[src/rtl/i2c_ram_write_arbiter.sv]
// Write-port arbiter for the 32x8 slave-data RAM: I2C master, menu edits and a sequenced clear.
// Define RAM_ARB_RR_EN for round-robin between mst and menu; default is fixed mst > menu > clear.
module i2c_ram_write_arbiter #(
   parameter int unsigned        ADDR_W     = 5,
   parameter int unsigned        DATA_W     = 8,
   parameter int unsigned        DEPTH      = 32,
   parameter logic [DATA_W-1:0]  CLEAR_CHAR = DATA_W'(8'h20)
) (
   input  logic              clk,
   input  logic              reset,
   input  logic              mst_req,
   input  logic [ADDR_W-1:0] mst_addr,
   input  logic [DATA_W-1:0] mst_data,
   output logic              mst_gnt,
   input  logic              menu_req,
   input  logic [ADDR_W-1:0] menu_addr,
   input  logic [DATA_W-1:0] menu_data,
   output logic              menu_gnt,
   input  logic              clear_start,
   output logic              clear_busy,
   output logic              clear_done,
   output logic              ram_we,
   output logic [ADDR_W-1:0] ram_waddr,
   output logic [DATA_W-1:0] ram_wdata
);

   localparam int unsigned CNT_W = ADDR_W + 1;

   typedef enum logic [1:0] {S_IDLE, S_CLEAR, S_DONE} state_t;

   state_t           r_state;
   logic [CNT_W-1:0] r_cnt;
`ifdef RAM_ARB_RR_EN
   logic             r_rr_menu;
`endif

   logic             w_mst_ok;
   logic             w_menu_ok;
   logic             w_pick_mst;
   logic             w_pick_menu;
   logic             w_clr_act;
   logic             w_clr_wr;
   logic             w_clr_last;
   logic [CNT_W-1:0] w_cnt;

   // A requester granted last cycle sits out this sampling edge.
   assign w_mst_ok  = mst_req  && !mst_gnt;
   assign w_menu_ok = menu_req && !menu_gnt;

`ifdef RAM_ARB_RR_EN
   assign w_pick_mst = w_mst_ok && !(w_menu_ok && r_rr_menu);
`else
   assign w_pick_mst = w_mst_ok;
`endif
   assign w_pick_menu = w_menu_ok && !w_pick_mst;

   // The clear issues address 0 on the same edge that accepts clear_start, so busy covers exactly the writes.
   assign w_clr_act  = (r_state == S_CLEAR) || ((r_state == S_IDLE) && clear_start);
   assign w_cnt      = (r_state == S_CLEAR) ? r_cnt : '0;
   assign w_clr_wr   = w_clr_act && !w_mst_ok && !w_menu_ok;
   assign w_clr_last = (w_cnt == CNT_W'(DEPTH - 1));

   always_ff @(posedge clk or posedge reset) begin
      if (reset) begin
         r_state    <= S_IDLE;
         r_cnt      <= '0;
`ifdef RAM_ARB_RR_EN
         r_rr_menu  <= 1'b0;
`endif
         mst_gnt    <= 1'b0;
         menu_gnt   <= 1'b0;
         clear_busy <= 1'b0;
         clear_done <= 1'b0;
         ram_we     <= 1'b0;
         ram_waddr  <= '0;
         ram_wdata  <= '0;
      end else begin
         mst_gnt    <= w_pick_mst;
         menu_gnt   <= w_pick_menu;
         ram_we     <= w_pick_mst || w_pick_menu || w_clr_wr;
         clear_busy <= w_clr_act;
         clear_done <= (r_state == S_DONE);

`ifdef RAM_ARB_RR_EN
         if (w_pick_mst || w_pick_menu) r_rr_menu <= w_pick_mst;
`endif

         if (w_pick_mst) begin
            ram_waddr <= mst_addr;
            ram_wdata <= mst_data;
         end else if (w_pick_menu) begin
            ram_waddr <= menu_addr;
            ram_wdata <= menu_data;
         end else if (w_clr_wr) begin
            ram_waddr <= ADDR_W'(w_cnt);
            ram_wdata <= CLEAR_CHAR;
         end else begin
            ram_waddr <= '0;
            ram_wdata <= '0;
         end

         // A stalled clear holds its count, so it resumes at the same address.
         case (r_state)
            S_IDLE, S_CLEAR: begin
               if (w_clr_act) begin
                  r_state <= S_CLEAR;
                  r_cnt   <= w_cnt;
                  if (w_clr_wr) begin
                     if (w_clr_last) r_state <= S_DONE;
                     else            r_cnt   <= w_cnt + CNT_W'(1);
                  end
               end
            end
            S_DONE: begin
               r_state <= S_IDLE;
               r_cnt   <= '0;
            end
            default: r_state <= S_IDLE;
         endcase
      end
   end

endmodule

[config.mk]
export PLATFORM = sky130hd
export DESIGN_NAME = i2c_ram_write_arbiter
export DESIGN_NICKNAME = d
export VERILOG_FILES = /design/src/rtl/i2c_ram_write_arbiter.sv
export SDC_FILE = /design/constraint.sdc
export NUM_CORES = 1
export LEC_CHECK = 0
export CAP_MARGIN = 20
export CELL_PAD_IN_SITES_DETAIL_PLACEMENT = 1
export CELL_PAD_IN_SITES_GLOBAL_PLACEMENT = 2
export CORE_MARGIN = 2
export CORE_UTILIZATION = 27
export DETAILED_ROUTE_END_ITERATION = 6
export PLACE_DENSITY_LB_ADDON = 0.12
export SLEW_MARGIN = 5
export SYNTH_ARGS = -nofsm -noshare
export SYNTH_HDL_FRONTEND = slang
export SYNTH_SLANG_ARGS = --single-unit
[constraint.sdc]
create_clock -name clk -period 3.3 [get_ports clk]
set_clock_uncertainty 0.05 [all_clocks]
set_input_delay 0.33 -clock clk [delete_from_list [all_inputs] [get_ports clk]]
set_output_delay 0.33 -clock clk [all_outputs]
set_load 0.02 [all_outputs]
---- Word-level counts from Yosys, hierarchy flattened ----
Index checks and enable logic that the tools add are counted.
word-level totals
  bits in registers ....................... 26
  input bits .............................. 31
  output and inout bits ................... 18
  logic and storage cells ................. 46
cells by class
  add/subtract/negate cells ............... 1
  eq/ne operators ......................... 4
  muxes and demuxes ....................... 15
  reductions and logical operators ........ 17
operators by type and width
  operator               count
  $mux W6                5
  $mux W8                2
  $mux W5                3
  $pmux W6 S2            1
  $mux W2                4
  $add A6 B1 Y6 const B  1
  $eq A6 B5 Y1 const B   1
  $logic_and A1 B1 Y1    6
  $logic_not A1 Y1       4
  $logic_or A1 B1 Y1     3
  $eq A2 B1 Y1 const B   1
  $eq A2 B2 Y1 const B   1
  $logic_not A2 Y1       1
  $ne A2 B2 Y1 const B   1
  $reduce_and A2 Y1      1
  $reduce_bool A2 Y1     1
  $reduce_or A2 Y1       1

---- Depth between registers and ports, before layout ----
Gate-level depths: netlist of the first run.
  word-level depth ........................ 8
  depth in mapped cells ................... 8

---- Worst setup path after synthesis of the first run ----
No wires, ideal clock.
  kind .................................... reg2reg
  from .................................... reg r_state[1]
  to ...................................... reg r_cnt[5]
  data arrival time ....................... 1.868 ns
  data required time ...................... 3.130 ns
  setup slack ............................. 1.262 ns
  cell stages (with the launch flop) ...... 8
  buffers on the path ..................... 1
  cell sequence ........................... dfrtp_1 buf_6 and2b_1 and2_1 ha_1 nand4b_4 or4_4 a31o_1
between the ends
  word-level cells in the longest chain between the ends .. 8
  elaborated cells between the ends (all ways) .. 18
RTL lines
  element                                                                line  RTL
  start: declaration                                                     31    state_t r_state;
  start signal: assignment                                               65    r_state <= S_IDLE;
  start signal: assignment                                               106   r_state <= S_CLEAR;
  start signal: assignment                                               109   if (w_clr_last) r_state <= S_DONE;
  parallel branches: the longest is 8 deep, another holds $add A6 B1 Y6  -
  end signal: assignment                                                 107   r_cnt <= w_cnt;
  end signal: assignment                                                 110   else r_cnt <= w_cnt + CNT_W'(1);
  end: declaration                                                       32    logic [CNT_W-1:0] r_cnt;
Parallel ways; which one is timed is not known. The select of a mux whose other input is x is not followed.
A chain may end at the register's enable or synchronous reset.

---- Worst setup path in the final report of the first run ----
  from .................................... reg r_state[0]
  to ...................................... reg r_cnt[5]
Same word-level chain as after synthesis.

==> impl_metrics.py, run 1 <==
metrics = {
    "run_status": {
        "outcome": "finished clean",
    },
    "synth": {
        "synth_nets": 147,
        "ys_seq_area_share_pct": 53.2,
        "yosys_warnings": 0,
        "avgSynthCellArea_um2": 10.6,
        "synthCells": 115,
        "syn_area_um2": 1220,
        "yosys_register_bits": 26,
        "yosysUniqueCellTypes": 38,
    },
    "final_layout": {
        "diodes": 0,
        "final_common_cell": "clkdlybuf4s50_1",
        "fill_cells": 493,
        "nets": 196,
        "syn_to_final_growth_pct": 49.3,
        "fin_cells": 215,
        "final_cell_mix": "48 x clkdlybuf4s50_1, 26 x dfrtp_1, 12 x o21ai_0",
        "design_area_um2": 1830,
        "register_area_um2": 651,
        "drive_above_1_share_pct": 6.75,
        "multi_input_area_um2": 524,
    },
    "setup_path": {
        "r2r-end": "r_cnt[5]",
        "ff2ff_path_depth": 6,
        "worstSetupPathType": "reg -> reg",
        "worstPathRequired_ns": 3.43,
        "crit_fanout": 15,
        "setup.worst_path.end_class": "flip-flop",
        "start_kind": "flip-flop",
        "reg2reg_slack_ns": 0.85,
        "worstPathArrival_ns": 2.58,
        "r2r-start": "r_state[0]",
    },
    "placement": {
        "gp_congestion": 0.813,
        "dpl_cell_area_um2": 1740,
        "hpwl_um": 2450,
        "io_buffer_count": 48,
        "place_inst": 210,
    },
    "clocking": {
        "clockBufferDepth": 2,
        "cts_resized": 0,
        "postCtsHoldBufs": 0,
        "cts_buffers": 3,
        "h-tree-depth": 1,
        "cts-root-buf": "clkbuf_8",
        "numClockSinks": 26,
        "cts_tree": "done",
        "clock_latency_ns": 0.28,
        "post_cts_buffers": 0,
        "cts.clk_slew.worst_paths_ns": 0.10,
    },
    "timing": {
        "max_freq_mhz": 408,
        "rsz0062_at_grt": "false",
        "hold_slack_ns": 0.322,
        "slew_viol_final": 0,
        "setup_tns_ns": 0,
        "period_minus_slack_ns": 2.45,
        "hold_violations": 0,
        "max_slew_margin_pct": 64.0,
        "setup_violations": 0,
        "worst_pin_slew_ns": 0.539,
        "fin_crit_sh_pct": 74.2,
    },
    "route": {
        "drtIter0Drc": 36,
        "drc": 0,
        "first_pass_iters": 3,
        "drt_wl_total_um": 3450,
        "vias": 1116,
        "wire_per_inst_um": 16.0,
        "viasPerCell": 5.19,
        "ant_nets": 0,
    },
    "die": {
        "dieWidth_um": 71.3,
        "ios": 49,
        "start_util_pct": 28.1,
        "die_h_um": 71.3,
        "rows": 24,
        "die-area_um2": 5080,
        "core_um2": 4350,
    },
    "global_route": {
        "grt_max_degree": 28,
        "grt_first_pass_wirelength_um": 5600,
        "antenna_found_initial": 0,
        "overflow": 0,
        "track_usage_pct": 14.1,
        "grt_pass1_vias": 1138,
    },
    "worst_hold_path": {
        "hold_class": "in -> async",
    },
    "pwr": {
        "p_leak_nw": 0.777,
        "p_per_area_nw_per_um2": 555,
        "vdd_drop_max_mv": 0.180,
    },
    "job": {
        "maxCapViolCount": 0,
    },
}
critical path, stage by stage, from the launching register on:
cell      delay, ns
dfrtp_1        0.67
and2b_1        0.33
and2_1         0.20
ha_1           0.24
nand4b_4       0.14
or4_4          0.47
a31o_1         0.23
sequential cells by signal, indices dropped and copies added, names as in the netlist:
name	cells
clear_busy	1
clear_done	1
menu_gnt	1
mst_gnt	1
r_cnt	6
r_state	2
ram_waddr	5
ram_wdata	8
ram_we	1
cell usage after synthesis:
master,instances,area [um^2]
nor4_1,3,18.8
and4_1,1,8.76
o21bai_1,1,7.51
inv_2,1,3.75
nor2b_1,2,12.5
mux2i_1,1,10.0
and3_1,4,25.0
and2b_1,1,7.51
o211a_1,1,10.0
or4_4,1,11.3
nor3b_1,1,7.51
a21oi_1,6,30.0
a311o_1,1,10.0
buf_2,2,10.0
buf_6,1,11.3
o2bb2a_1,1,10.0
a31o_1,1,8.76
a22oi_1,1,7.51
o21ai_0,12,60.1
nand2b_1,1,6.26
clkbuf_1,3,11.3
a22o_1,7,61.3
nand4b_4,1,23.8
nand2b_2,1,8.76
nand4_1,2,12.5
dfrtp_1,26,651
and2_1,1,6.26
nor2_1,5,18.8
nor4b_1,3,26.3
o211ai_2,1,12.5
o211ai_1,1,7.51
nand3b_1,2,15.0
nand2_1,9,33.8
nor3_1,3,15.0
inv_1,3,11.3
or3_1,1,6.26
ha_1,1,12.5
a31oi_1,2,12.5
area by class of cell:
| type | count | area share (%) |
|---|---|---|
| well taps | 52 | 3.56 |
| flip-flops and latches | 26 | 35.6 |
| clock buffers | 4 | 3.02 |
| inverters | 4 | 0.822 |
| repair buffers | 50 | 28.2 |
| multi-input cells | 79 | 28.7 |
stage by stage:
step | setup WS, ns | utilization [%] | power [mW]
after floorplan | 1.26 | - | 0.639
after CTS | 0.881 | 41.3 | 1.02
final | 0.850 | 41.9 | 1.01
after detailed placement | 0.899 | 40.0 | 0.803
after global routing | 0.664 | 41.9 | 1.08
after global placement | 1.04 | 40.0 | 0.790
cell families (layout without fill, tap and decap cells):
kind of cell	count (synthesis)	in the layout	share of synthesized area, %
AOI/OAI and AO/OA	35	35	19.4
adders and majority gates	1	1	1.02
and+or+nand+nor	42	42	21.6
DFF	26	26	53.2
muxes	1	1	0.819
buffers and inverters	10	58	3.89
worst max-delay path by stage:
stage	from	to	slack [ns]
5_1_grt	r_state[0]	r_cnt[4]	0.66
3_5_place_dp	r_state[0]	r_cnt[5]	0.90
4_1_cts	r_state[0]	r_cnt[5]	0.88
6_report	r_state[0]	r_cnt[5]	0.85
2_1_floorplan	r_state[1]	r_cnt[5]	1.26
3_3_place_gp	r_state[1]	r_cnt[5]	1.04
per-layer routing:
layer  part of all wire [%]  vias up  track usage [%]
li1                       -      521                -
met1                     41      557             17.5
met2                     52       34             24.5
met3                    5.7        4             3.38
met4                    1.1        0             4.19
met5                      0        -                0
power by group:
group	total [mW]	internal, mW	switching [mW]
Sequential	0.452	0.380	0.0724
Clock	0.214	0.107	0.107
Combinational	0.347	0.177	0.170
(Power assumes the default switching activity.)
==> run 2: changes to the inputs <==
CORE_UTILIZATION = 25   (was 27)
clock period = 2.4 ns   (was 3.3 ns; I/O delays follow)
==> run 2 against run 1 <==
Effect of this change: combinational power grew 38%; non-clock buffer count grew 2; flip-flop and latch count is the same; via count shrank 3.1%; utilization shrank 3.3 points; clock-buffer cell count shrank 1; final cell count grew 7.4%; design area is the same; register-to-register slack lost 0.59 ns; setup slack lost 0.59 ns.
==> impl_metrics.py, run 2 (synthesis results as in run 1) <==
metrics = {
    "run_status": {
        "outcome": "finished clean",
    },
    "timing": {
        "hold_violations": 0,
        "setup_tns_ns": 0,
        "rsz0062_at_grt": "false",
        "max_slew_margin_pct": 59.8,
        "slew_viol_final": 0,
        "max_freq_mhz": 468,
        "setup_violations": 0,
        "fin_crit_sh_pct": 89.0,
        "period_minus_slack_ns": 2.14,
        "worst_pin_slew_ns": 0.601,
    },
    "final_layout": {
        "largestRegisters": "ram_wdata: 8 flops, r_cnt: 6 flops, ram_waddr: 5 flops",
        "drive_above_1_share_pct": 7.32,
        "top_register": "ram_wdata",
        "fill_cells": 519,
        "final_common_cell": "clkdlybuf4s50_1",
        "diodes": 0,
        "nets": 198,
        "syn_to_final_growth_pct": 49.3,
        "final_cell_mix": "48 x clkdlybuf4s50_1, 26 x dfrtp_1, 12 x o21ai_0",
        "design_area_um2": 1830,
        "fin_util_pct": 38.6,
        "fin_cells": 231,
        "largest_register_ffs": 8,
    },
    "clocking": {
        "cts_tree": "done",
        "cts-root-buf": "clkbuf_8",
        "numClockSinks": 26,
        "cts_buffers": 3,
        "clockBufferDepth": 2,
        "clock_latency_ns": 0.26,
        "cts.clk_slew.worst_paths_ns": 0.09,
        "postCtsHoldBufs": 0,
        "cts_resized": 0,
        "post_cts_buffers": 0,
        "h-tree-depth": 1,
    },
    "worst_hold_path": {
        "hold_class": "in -> async",
    },
    "placement": {
        "gp_congestion": 0.779,
        "hpwl_um": 2580,
        "place_inst": 228,
        "dpl_cell_area_um2": 1780,
        "io_buffer_count": 48,
    },
    "die": {
        "ios": 49,
        "rows": 25,
        "dieWidth_um": 73.9,
        "core_um2": 4720,
        "die-area_um2": 5460,
        "die_h_um": 73.9,
        "start_util_pct": 25.9,
    },
    "setup_path": {
        "worstSetupPathType": "reg -> reg",
        "r2r-start": "r_state[1]",
        "setup.worst_path.end_class": "flip-flop",
        "worstPathRequired_ns": 2.51,
        "worstPathArrival_ns": 2.25,
        "startpoint": "r_state[1]",
        "crit_fanout": 16,
        "start_kind": "flip-flop",
    },
    "pwr": {
        "p_per_area_nw_per_um2": 732,
        "finalPower_mw": 1.34,
        "vdd_drop_max_mv": 0.290,
        "p_leak_nw": 0.772,
    },
    "global_route": {
        "antenna_found_initial": 0,
        "overflow": 0,
        "grt_max_degree": 28,
        "grt_pass1_vias": 1126,
        "grt_first_pass_wirelength_um": 5620,
        "track_usage_pct": 13.4,
    },
    "route": {
        "first_pass_iters": 3,
        "wire_per_inst_um": 15.3,
        "viasPerCell": 4.68,
        "vias": 1081,
        "drt_wl_total_um": 3540,
        "drtIter0Drc": 23,
        "drc": 0,
        "ant_nets": 0,
    },
    "job": {
        "maxCapViolCount": 0,
    },
}
-- run 2: changes by cell type in the layout (fill, tap and decap cells not counted), sizes merged --
cell,delta
clkbuf,-1
buf,+2
-- run 2: layout make-up --
class,count,area (um^2),share of cell area (%)
multi-input combinational,79,524,28.7
inverter,4,15.0,0.822
timing repair buffer,52,510,28.0
clock buffer,3,41.3,2.26
sequential,26,651,35.6
tap,67,83.8,4.59
-- run 2: worst paths after layout --
path	cells past startpoint	endpoint	slack (ns)
setup reg to reg	7	r_cnt[5]	0.26
min in group clk	3	ram_waddr[4]	0.47
hold reg to reg	1	r_cnt[4]	0.57
setup / recovery	7	r_cnt[5]	0.26
max in group asynchronous	3	ram_wdata[3]	1.76
hold / removal	3	ram_waddr[4]	0.28
-- run 2: worst max-delay path: stages, from the launching register on --
cell and delay [ns]:
dfrtp_1 0.38, buf_4 0.18, nand3b_1 0.25, inv_1 0.11
ha_1 0.23, nand4b_4 0.13, or4_4 0.45, a31o_1 0.24
-- run 2: routing by layer --
layer / global-route usage [%] / up-vias / share of wire (%)
met2: 22.8 / 26 / 49
met5: 0 / - / 0
met4: 3.23 / 0 / 0.65
li1: - / 525 / -
met1: 17.2 / 528 / 45
met3: 3.29 / 2 / 5.5
-- run 2: stage by stage --
stage	hold WS [ns]	worst slack, ns
2_1_floorplan	0.230	0.362
4_1_cts	0.293	0.262
5_1_grt	0.323	0.155
6_report	0.283	0.264
3_3_place_gp	0.536	0.372
3_5_place_dp	0.546	0.275
-- run 2: report_power, final --
| group | switching, mW | internal (mW) |
|---|---|---|
| sequential | 0.0840 | 0.523 |
| clock | 0.137 | 0.112 |
| combinational | 0.237 | 0.243 |
